`src/rtl/mem_arb_pkg.sv`:
```
`default_nettype none
// ============================================================================
// Module   : mem_arb_pkg
// Purpose  : Shared types and constants for the instruction/data memory port
//            arbiter: FSM state encoding, timeout read-data pattern and the
//            default parameter values used by mem_port_arbiter.
// Ports    : none (package)
// Revision : 1.0 - initial release
// ============================================================================
package mem_arb_pkg;

   localparam int DEF_ADDR_W       = 32;
   localparam int DEF_DATA_W       = 32;
   localparam int DEF_MAX_D_STREAK = 4;
   localparam int DEF_TIMEOUT_CYC  = 64;

   // Returned on the requester's read-data bus when the memory never answers.
   localparam logic [31:0] TIMEOUT_RDATA = 32'hDEAD_BEEF;

   typedef enum logic [1:0] {
      ST_IDLE   = 2'd0,
      ST_BUSY_I = 2'd1,
      ST_BUSY_D = 2'd2,
      ST_RESP   = 2'd3
   } arb_state_t;

endpackage
`default_nettype wire

```
`src/rtl/arb_sat_counter.sv`:
```
`default_nettype none
// ============================================================================
// Module   : arb_sat_counter
// Purpose  : Up-counter with synchronous clear that stops at MAX_VAL.
//            Clear has priority over increment.
// Ports    : clk      - clock (rising edge)
//            rst      - asynchronous reset, active low
//            i_clr    - synchronous clear
//            i_inc    - increment request
//            o_count  - current count value
// Revision : 1.0 - initial release
// ============================================================================
module arb_sat_counter #(
   parameter int WIDTH   = 4,
   parameter int MAX_VAL = 15
) (
   input  logic             clk,
   input  logic             rst,
   input  logic             i_clr,
   input  logic             i_inc,
   output logic [WIDTH-1:0] o_count
);

   localparam logic [WIDTH-1:0] c_MAX = WIDTH'(MAX_VAL);

   logic [WIDTH-1:0] r_count;

   always_ff @(posedge clk or negedge rst) begin
      if (!rst) begin
         r_count <= '0;
      end else if (i_clr) begin
         r_count <= '0;
      end else if (i_inc && (r_count != c_MAX)) begin
         r_count <= r_count + 1'b1;
      end
   end

   assign o_count = r_count;

endmodule
`default_nettype wire

```
`src/rtl/mem_port_arbiter.sv`:
```
`default_nettype none
// ============================================================================
// Module   : mem_port_arbiter
// Purpose  : Arbitrates an instruction-fetch port and a data port onto one
//            shared memory port, one transfer in flight at a time. Data wins
//            by default; a fetch is forced through after MAX_D_STREAK
//            consecutive data grants taken while it was waiting. A transfer
//            with no m_ack for TIMEOUT_CYC cycles completes with
//            TIMEOUT_RDATA and sets a sticky error flag.
// Ports    : clk, rst (async, active low)
//            if_req/if_addr -> if_rdata/if_ack      fetch port
//            d_req/d_we/d_addr/d_wdata -> d_rdata/d_ack   data port
//            m_req/m_we/m_addr/m_wdata <- m_rdata/m_ack   shared memory
//            stall_out   - pipeline stall while any request is unanswered
//            timeout_err - sticky abort flag
// Revision : 1.0 - initial release
// ============================================================================
module mem_port_arbiter
   import mem_arb_pkg::*;
#(
   parameter int ADDR_W       = DEF_ADDR_W,
   parameter int DATA_W       = DEF_DATA_W,
   parameter int MAX_D_STREAK = DEF_MAX_D_STREAK,
   parameter int TIMEOUT_CYC  = DEF_TIMEOUT_CYC
) (
   input  logic              clk,
   input  logic              rst,
   input  logic              if_req,
   input  logic [ADDR_W-1:0] if_addr,
   output logic [DATA_W-1:0] if_rdata,
   output logic              if_ack,
   input  logic              d_req,
   input  logic              d_we,
   input  logic [ADDR_W-1:0] d_addr,
   input  logic [DATA_W-1:0] d_wdata,
   output logic [DATA_W-1:0] d_rdata,
   output logic              d_ack,
   output logic              m_req,
   output logic              m_we,
   output logic [ADDR_W-1:0] m_addr,
   output logic [DATA_W-1:0] m_wdata,
   input  logic [DATA_W-1:0] m_rdata,
   input  logic              m_ack,
   output logic              stall_out,
   output logic              timeout_err
);

   localparam int c_STREAK_W = $clog2(MAX_D_STREAK + 1);
   localparam int c_TMO_W    = $clog2(TIMEOUT_CYC + 1);

   localparam logic [c_STREAK_W-1:0] c_STREAK_MAX = c_STREAK_W'(MAX_D_STREAK);
   // Count value seen during the last permitted BUSY cycle.
   localparam logic [c_TMO_W-1:0]    c_TMO_LAST   = c_TMO_W'(TIMEOUT_CYC - 1);
   localparam logic [DATA_W-1:0]     c_TMO_RDATA  = DATA_W'(TIMEOUT_RDATA);

   arb_state_t r_state;
   arb_state_t w_state_nxt;

   logic                  r_grant_d;      // transfer in flight belongs to data port
   logic                  r_m_we;
   logic [ADDR_W-1:0]     r_m_addr;
   logic [DATA_W-1:0]     r_m_wdata;
   logic [DATA_W-1:0]     r_rdata;
   logic                  r_timeout_err;

   logic                  w_busy;
   logic                  w_grant_i;
   logic                  w_grant_d;
   logic                  w_mem_done;
   logic                  w_timeout;
   logic [c_STREAK_W-1:0] w_streak;
   logic [c_TMO_W-1:0]    w_tmo_cnt;

   assign w_busy = (r_state == ST_BUSY_I) || (r_state == ST_BUSY_D);

   // ------------------------------------------------------------------------
   // Next-state and grant decode
   // ------------------------------------------------------------------------
   always_comb begin
      w_state_nxt = r_state;
      w_grant_i   = 1'b0;
      w_grant_d   = 1'b0;
      w_mem_done  = 1'b0;
      w_timeout   = 1'b0;
      case (r_state)
         ST_IDLE: begin
            if (if_req && (!d_req || (w_streak == c_STREAK_MAX))) begin
               w_grant_i   = 1'b1;
               w_state_nxt = ST_BUSY_I;
            end else if (d_req) begin
               w_grant_d   = 1'b1;
               w_state_nxt = ST_BUSY_D;
            end
         end
         ST_BUSY_I, ST_BUSY_D: begin
            if (m_ack) begin
               w_mem_done  = 1'b1;
               w_state_nxt = ST_RESP;
            end else if (w_tmo_cnt == c_TMO_LAST) begin
               w_timeout   = 1'b1;
               w_state_nxt = ST_RESP;
            end
         end
         ST_RESP: begin
            w_state_nxt = ST_IDLE;
         end
         default: begin
            w_state_nxt = ST_IDLE;
         end
      endcase
   end

   // ------------------------------------------------------------------------
   // State and datapath registers
   // ------------------------------------------------------------------------
   always_ff @(posedge clk or negedge rst) begin
      if (!rst) begin
         r_state       <= ST_IDLE;
         r_grant_d     <= 1'b0;
         r_m_we        <= 1'b0;
         r_m_addr      <= '0;
         r_m_wdata     <= '0;
         r_rdata       <= '0;
         r_timeout_err <= 1'b0;
      end else begin
         r_state <= w_state_nxt;
         if (w_grant_i || w_grant_d) begin
            r_grant_d <= w_grant_d;
            r_m_we    <= w_grant_d & d_we;
            r_m_addr  <= w_grant_d ? d_addr : if_addr;
            r_m_wdata <= w_grant_d ? d_wdata : '0;
         end
         if (w_mem_done) begin
            r_rdata <= m_rdata;
         end else if (w_timeout) begin
            r_rdata       <= c_TMO_RDATA;
            r_timeout_err <= 1'b1;
         end
      end
   end

   // ------------------------------------------------------------------------
   // Counters: data-grant streak (only grows while a fetch is waiting) and
   // BUSY-cycle timeout (restarted at every grant).
   // ------------------------------------------------------------------------
   arb_sat_counter #(
      .WIDTH   (c_STREAK_W),
      .MAX_VAL (MAX_D_STREAK)
   ) u_streak (
      .clk     (clk),
      .rst     (rst),
      .i_clr   (w_grant_i | (w_grant_d & ~if_req)),
      .i_inc   (w_grant_d & if_req),
      .o_count (w_streak)
   );

   arb_sat_counter #(
      .WIDTH   (c_TMO_W),
      .MAX_VAL (TIMEOUT_CYC)
   ) u_tmo (
      .clk     (clk),
      .rst     (rst),
      .i_clr   (w_grant_i | w_grant_d),
      .i_inc   (w_busy & ~m_ack),
      .o_count (w_tmo_cnt)
   );

   // ------------------------------------------------------------------------
   // Outputs
   // ------------------------------------------------------------------------
   assign m_req       = w_busy;
   assign m_we        = r_m_we;
   assign m_addr      = r_m_addr;
   assign m_wdata     = r_m_wdata;
   assign if_ack      = (r_state == ST_RESP) & ~r_grant_d;
   assign d_ack       = (r_state == ST_RESP) &  r_grant_d;
   assign if_rdata    = r_rdata;
   assign d_rdata     = r_rdata;
   assign timeout_err = r_timeout_err;
   assign stall_out   = (if_req & ~if_ack) | (d_req & ~d_ack);

endmodule
`default_nettype wire

```
`config.mk`:
```
export PLATFORM = sky130hd
export DESIGN_NAME = mem_port_arbiter
export DESIGN_NICKNAME = d
export VERILOG_FILES = /design/src/rtl/mem_arb_pkg.sv /design/src/rtl/arb_sat_counter.sv /design/src/rtl/mem_port_arbiter.sv
export SDC_FILE = /design/constraint.sdc
export NUM_CORES = 1
export LEC_CHECK = 0
export ABC_CLOCK_PERIOD_IN_PS = 1800
export BUFFER_PORTS_ARGS = -buffer_cell sky130_fd_sc_hd__buf_2
export CAP_MARGIN = 40
export CORE_MARGIN = 1.5
export CORE_UTILIZATION = 45
export DETAILED_ROUTE_END_ITERATION = 12
export GPL_TIMING_DRIVEN = 0
export PLACE_DENSITY = 0.84
export SLEW_MARGIN = 20
export SYNTH_ARGS = -nofsm -noshare
export SYNTH_HDL_FRONTEND = slang
export SYNTH_SLANG_ARGS = --single-unit
```
`constraint.sdc`:
```
create_clock -name clk -period 1.8 [get_ports clk]
set_input_delay 0.09 -clock clk [delete_from_list [all_inputs] [get_ports clk]]
set_output_delay 0.09 -clock clk [all_outputs]
set_load 0.1 [all_outputs]
```
# ---- After elaboration in Yosys (flattened, before gate mapping)
# Cells that the tools add are included.
dict set report totals {
  ff_bits 111
  latch_bits 0
  mem_bits_rw 0
  mem_bits_ro 0
  inputBits 134
  output_inout_bits 134
  elab_cells 74
  n_memories 0
}
dict set report op_classes {
  add_sub_neg 2
  multipliers 0
  div_mod_pow 0
  order_cmp 0
  n_eq_ne 9
  n_shift 0
  muxes 23
  bitwise 17
  reduce_logical 14
}
# cell n
set op_table {}
lappend op_table {{2-to-1 mux 32 bit} 4}
lappend op_table {{2-to-1 mux 7 bit} 2}
lappend op_table {{2-to-1 mux 1 bit} 10}
lappend op_table {{inequality test 3 bit (second input constant)} 3}
lappend op_table {{AND 1 bit} 8}
lappend op_table {{2-to-1 mux 2 bit} 4}
lappend op_table {{adder 7 x 1 -> 7 bit (second input constant)} 1}
lappend op_table {{== test 7 x 6 -> 1 bit (second input constant)} 1}
lappend op_table {{inequality test 7 bit (second input constant)} 1}
lappend op_table {{2-to-1 mux 3 bit} 2}
lappend op_table {{NOT 1 bit} 6}
lappend op_table {{case mux 2 bit (3 select lines)} 1}
lappend op_table {{nonzero test 2 bit} 3}
lappend op_table {{== test 2 bit (second input constant)} 2}
lappend op_table {{AND reduction 2 bit} 2}
lappend op_table {{adder 3 x 1 -> 3 bit (second input constant)} 1}
lappend op_table {{== test 3 bit (second input constant)} 1}
lappend op_table {{logical AND 1 bit} 3}
lappend op_table {{logical OR 1 bit} 3}
lappend op_table {{bitwise OR 1 bit} 3}
lappend op_table {{== test 2 x 1 -> 1 bit (second input constant)} 1}
lappend op_table {{zero test 2 bit} 1}
lappend op_table {{OR reduction 2 bit} 1}
lappend op_table {{zero test 1 bit} 1}

# ---- Depth between registers and ports, before layout
dict set report depth {
  depth_word 9
  depth_mapped 7
  ltp_nobuf 6
}

# ---- Modules after synthesis
# A second synthesis with hierarchy kept.
dict set report unflattened {
  hier_cells 483
  area_unflattened_um2 4957.3
}
# module n_inst cells_per_inst area_per_inst_um2 seq_area_each_um2
set modules_own_cells {}
lappend modules_own_cells {mem_port_arbiter 1 421 4330.4 2527.4}
lappend modules_own_cells {{arb_sat_counter (u_tmo)} 1 45 432.9 175.2}
lappend modules_own_cells {{arb_sat_counter (u_streak)} 1 17 193.9 75.1}

# ---- Worst setup path after synthesis
# OpenSTA, ideal clock, no wires.
dict set report synth_timing {
  path_type {register -> register}
  startpoint {register r_state[0]}
  endpoint {register r_state[0]}
  setup_ps 139
  arrival_ps 2150
  required_time_ps 1661
  setup_slack_ps -489
  path_stages_with_launch 8
  path_buffers 1
  synth_period_minus_slack_ps 2289
  path_cell_list {dfrtp_1 -> inv_1 -> ha_1 -> clkbuf_2 -> nor2b_1 -> o21ai_0 -> a21oi_1 -> a21oi_1}
}
dict set report synth_via {
  elab_chain_cells 4
  elab_cells_between_ends 9
  cone_classes {eq/ne (5); mux (1); reduce/logical (3)}
}
# element line
set synth_rtl {}
lappend synth_rtl {{from (decl)} mem_port_arbiter.sv:56} ;# arb_state_t r_state;
lappend synth_rtl {{from (signal assigned)} mem_port_arbiter.sv:126} ;# r_state <= w_state_nxt;
lappend synth_rtl {{== test 2 x 1 -> 1 bit or == test 2 bit (tied branches)} mem_port_arbiter.sv:85} ;# case (r_state)
lappend synth_rtl {{OR reduction 2 bit} mem_port_arbiter.sv:85}
lappend synth_rtl {{inequality test 3 bit (no source line)} n/a}
lappend synth_rtl {{AND reduction 2 bit (no source line)} n/a}
# Parallel ways exist; a longest one is shown, timed or not.
# A chain may end at the register's enable or synchronous reset.

# ---- Worst setup path in the final report
dict set report layout_timing {
  startpoint {register r_state[1]}
  endpoint {register r_m_addr[7] (netlist: m_addr[7])}
}
dict set report layout_via {
  elab_chain_cells 3
  elab_cells_between_ends 5
  cone_classes {mux (3); reduce/logical (2)}
}
# element line
set layout_rtl {}
lappend layout_rtl {{zero test 2 bit (*)} mem_port_arbiter.sv:85}
lappend layout_rtl {{2-to-1 mux 1 bit} mem_port_arbiter.sv:85}
lappend layout_rtl {{2-to-1 mux 32 bit or logical OR 1 bit (tied branches)} {mem_port_arbiter.sv:130, mem_port_arbiter.sv:127}}
lappend layout_rtl {{to (signal assigned)} mem_port_arbiter.sv:130} ;# r_m_addr <= w_grant_d ? d_addr : if_addr;
lappend layout_rtl {{to (decl)} mem_port_arbiter.sv:61} ;# logic [ADDR_W-1:0] r_m_addr;
# Every way passes the cells marked *; elsewhere a longest branch is shown, timed or not.

==> results by stage <==
Drt:
- Wires add up to 17.5 mm.
- The violation count after the first detailed-routing iteration is 268.
- The residual antenna-violating net count after detailed routing is 0.
- The first TritonRoute pass finished after 5 iterations.
- After detailed routing, the average wire length per cell comes to 18.6 um.
- Dividing the detail-routed via count by the number of cells gives 5.33.
- The routed layout has 5028 vias.
- The count of unresolved DRC violations after routing is 0.

Synth:
- The part of the Yosys area used for sequential elements is 57.5%.
- Synthesis handed over a netlist of 408 instances.
- After synthesis, the largest area contributor takes up 57.5% of total cell area.
- During synthesis, Yosys emitted a total of 0 warnings.
- The number of enable flip-flop cells after synthesis is 0.
- The number of nets in the synthesized netlist is 548.
- The flip-flop cell with the highest count after synthesis is dfrtp_1.
- The area of the mapped netlist is 4830 um^2.
- In the post-synthesis netlist, the biggest area contributors are dfrtp_1 57%, a22o_1 7.4%, mux2i_1 6.8%.
- The number of library cell types mapped by synthesis is 37.
- The mean instance size in the synthesized netlist is 11.8 um^2.
- The dominant cell type by area after synthesis is dfrtp_1.
- The fraction of registers with async set or reset after synthesis is 100%.
- The number of flip-flops and latches in the synthesized netlist is 111.

Worst setup path:
- The critical path data required time is 2.03 ns.
- The arrival time at the worst endpoint is 2.02 ns.
- The startpoint type of the worst setup path is a register.
- The maximum fanout along the worst path is 6.
- The type of the worst setup path is reg -> reg.
- STA classifies the critical path endpoint as a register.

Floorplan:
- The core region is 10400 um^2.
- The number of primary I/O pins is 268.
- The starting utilization of the core area is 46.6%.
- From bottom edge to top edge, the die measures 107 um.
- The floorplan has 37 rows.
- The floorplan step set the die width to 107 um.
- The area of the die is 11400 um^2.

GRT:
- The number of global-route vias before repair is 5133.
- The global-route wire length before repair is 26.1 mm.
- The total congestion overflow is 0.
- The all-layer global routing usage is 30.1%.
- The initial antenna violation count is 0.
- The largest net degree at the start of global routing is 58.

Finish:
- In the layout the commonest cells are 273 x buf_2, 113 x dlygate4sd3_1, 111 x dfrtp_1, 43 x nand2_1, 41 x a22o_1.
- In the final layout, the share of cells above drive strength 1 is 43.9%.
- The most common cell after layout, fill and taps aside is buf_2.
- The area of all placed cells without fillers is 7840 um^2.
- The net count of the finished layout is 944.
- The area overhead of the layout relative to synthesis is 62.1%.
- The number of antenna diodes is 0.

Timing:
- Based on the critical path, the design can be clocked at up to 559 MHz.
- The largest clock skew in the final design is 0.00844 ns.
- Setup repair after global routing could not meet its margin everywhere.
- The final sum of negative setup slack is 0 ns.
- The hold slack is 0.00530 ns.
- For the pin with the worst max-slew slack, the measured transition is 0.567 ns.
- The max-slew violation total from the final report was 0.
- The final cycle utilization of the critical path is 99.5%.
- The count of final hold-check violations is 0.
- The final setup violation count is 0.
- The worst relative slew slack is 62.0%.
- Counting I/O delays and the setup requirement, the final critical path takes 1.79 ns.

Outcome:
- The flow ran to the end, and the final reports show no timing, DRC or antenna violations.

Flow run:
- The count of maximum capacitance violations is 0.

Clock tree:
- No sink is reached through more buffers than the 2 on the longest clock path.
- After clock tree synthesis, the clock-pin slew on the worst setup and hold paths is 0.10 ns.
- TritonCTS created 9 clock buffers.
- The H-tree depth is 3.
- The total clock sinks is 111.
- TritonCTS built the clock tree.
- The cell sitting at the root of the clock tree is a clkbuf_8.
- The clock latency reported for the late side of the worst-skew pair is 0.38 ns.

Place:
- After detailed placement, the total cell area comes to 6400 um^2.
- Buffers placed on the I/O ports in this run total 267.
- At the end of routability-driven placement, the weighted congestion stood at 0.807.
- The post-detailed-placement half-perimeter wirelength is 10.3 mm.

Min path:
- The path category of the worst min-delay check is in -> reg.
==> metrics by stage <==
stage                     instances  util [%]  setup slack (ns)
final                           944      75.6           0.00955
after global routing            944      75.6           -0.0490
after CTS                       940      74.7           0.00988
after detailed placement        812      61.7           0.00819
after global placement          811      61.4            -0.550
after floorplan                 408         -          -0.00583
==> routing by layer <==
metal  part of all wire [%]  track usage (%)  up-vias
met5                      0                0        -
met4                    4.6             19.3        0
met3                    7.4             5.71       67
met2                     51             52.8      330
met1                     37             33.3     2425
li1                       -                -     2206
==> synth_stat cells, drive strengths merged, types with 3 or more instances <==
| cell | instances |
|---|---|
| a21oi | 5 |
| and2 | 3 |
| inv | 9 |
| clkbuf | 9 |
| dfrtp | 111 |
| o21ai | 36 |
| nand4 | 4 |
| a22o | 41 |
| o22a | 24 |
| nor2 | 10 |
| ha | 6 |
| nand2 | 43 |
| mux2i | 33 |
| buf | 48 |
| xor2 | 3 |
==> cell families (layout without fill, tap and decap cells) <==
kind of cell | after synthesis | after routing | share of synthesized area, %
compound gates | 116 | 116 | 17.9
flops | 111 | 111 | 57.5
simple gates | 72 | 72 | 6.68
buf+inv | 66 | 466 | 8.90
mux | 33 | 33 | 6.83
fa+ha+maj | 6 | 6 | 1.55
xor+xnor | 4 | 4 | 0.725
==> final timing paths <==
kind | slack [ns] | start | endpoint | cells past startpoint
setup / recovery | 0.01 | r_state[1] | m_addr[7] | 8
max in group asynchronous | 0.92 | rst | u_tmo.o_count[6] | 3
hold reg to reg | 0.47 | timeout_err | timeout_err | 1
min in group asynchronous | 0.23 | rst | d_rdata[23] | 2
setup reg to reg | 0.01 | r_state[1] | m_addr[7] | 8
hold / removal | 0.005 | if_addr[21] | m_addr[21] | 3
==> cell type report <==
type	count	area, um^2
Sequential cell	111	2780
Timing Repair Buffer	385	2550
Fill cell	629	2530
Multi-Input combinational cell	231	1680
Buffer	57	415
Tap cell	136	170
Clock buffer	9	124
Clock inverter	6	86.3
Inverter	9	33.8
==> what timing repair did <==
item,in CTS,in global routing
setup endpoints to repair,1,59
setup buffers,0,3
hold buffers,113,0
endpoints found under the hold margin,147,0
gates cloned,0,1
gates resized for setup,1,22
==> flip-flops by register name (all words and copies together), names as in the netlist <==
| signal | flops |
|---|---|
| d_rdata | 32 |
| m_addr | 32 |
| m_wdata | 32 |
| m_we | 1 |
| r_grant_d | 1 |
| r_state | 2 |
| timeout_err | 1 |
| u_streak.o_count | 3 |
| u_tmo.o_count | 7 |
==> critical path, stage by stage, from the launching register on <==
cell,delay [ns]
dfrtp_1,0.41
inv_2,0.09
ha_4,0.17
nand2_1,0.08
a31oi_4,0.26
buf_6,0.16
buf_8,0.14
mux2i_1,0.22
o21ai_1,0.12
Power is left out: the tool's default activity adds up to more than one toggle a clock period on the data nets, which glitch-free logic cannot reach.
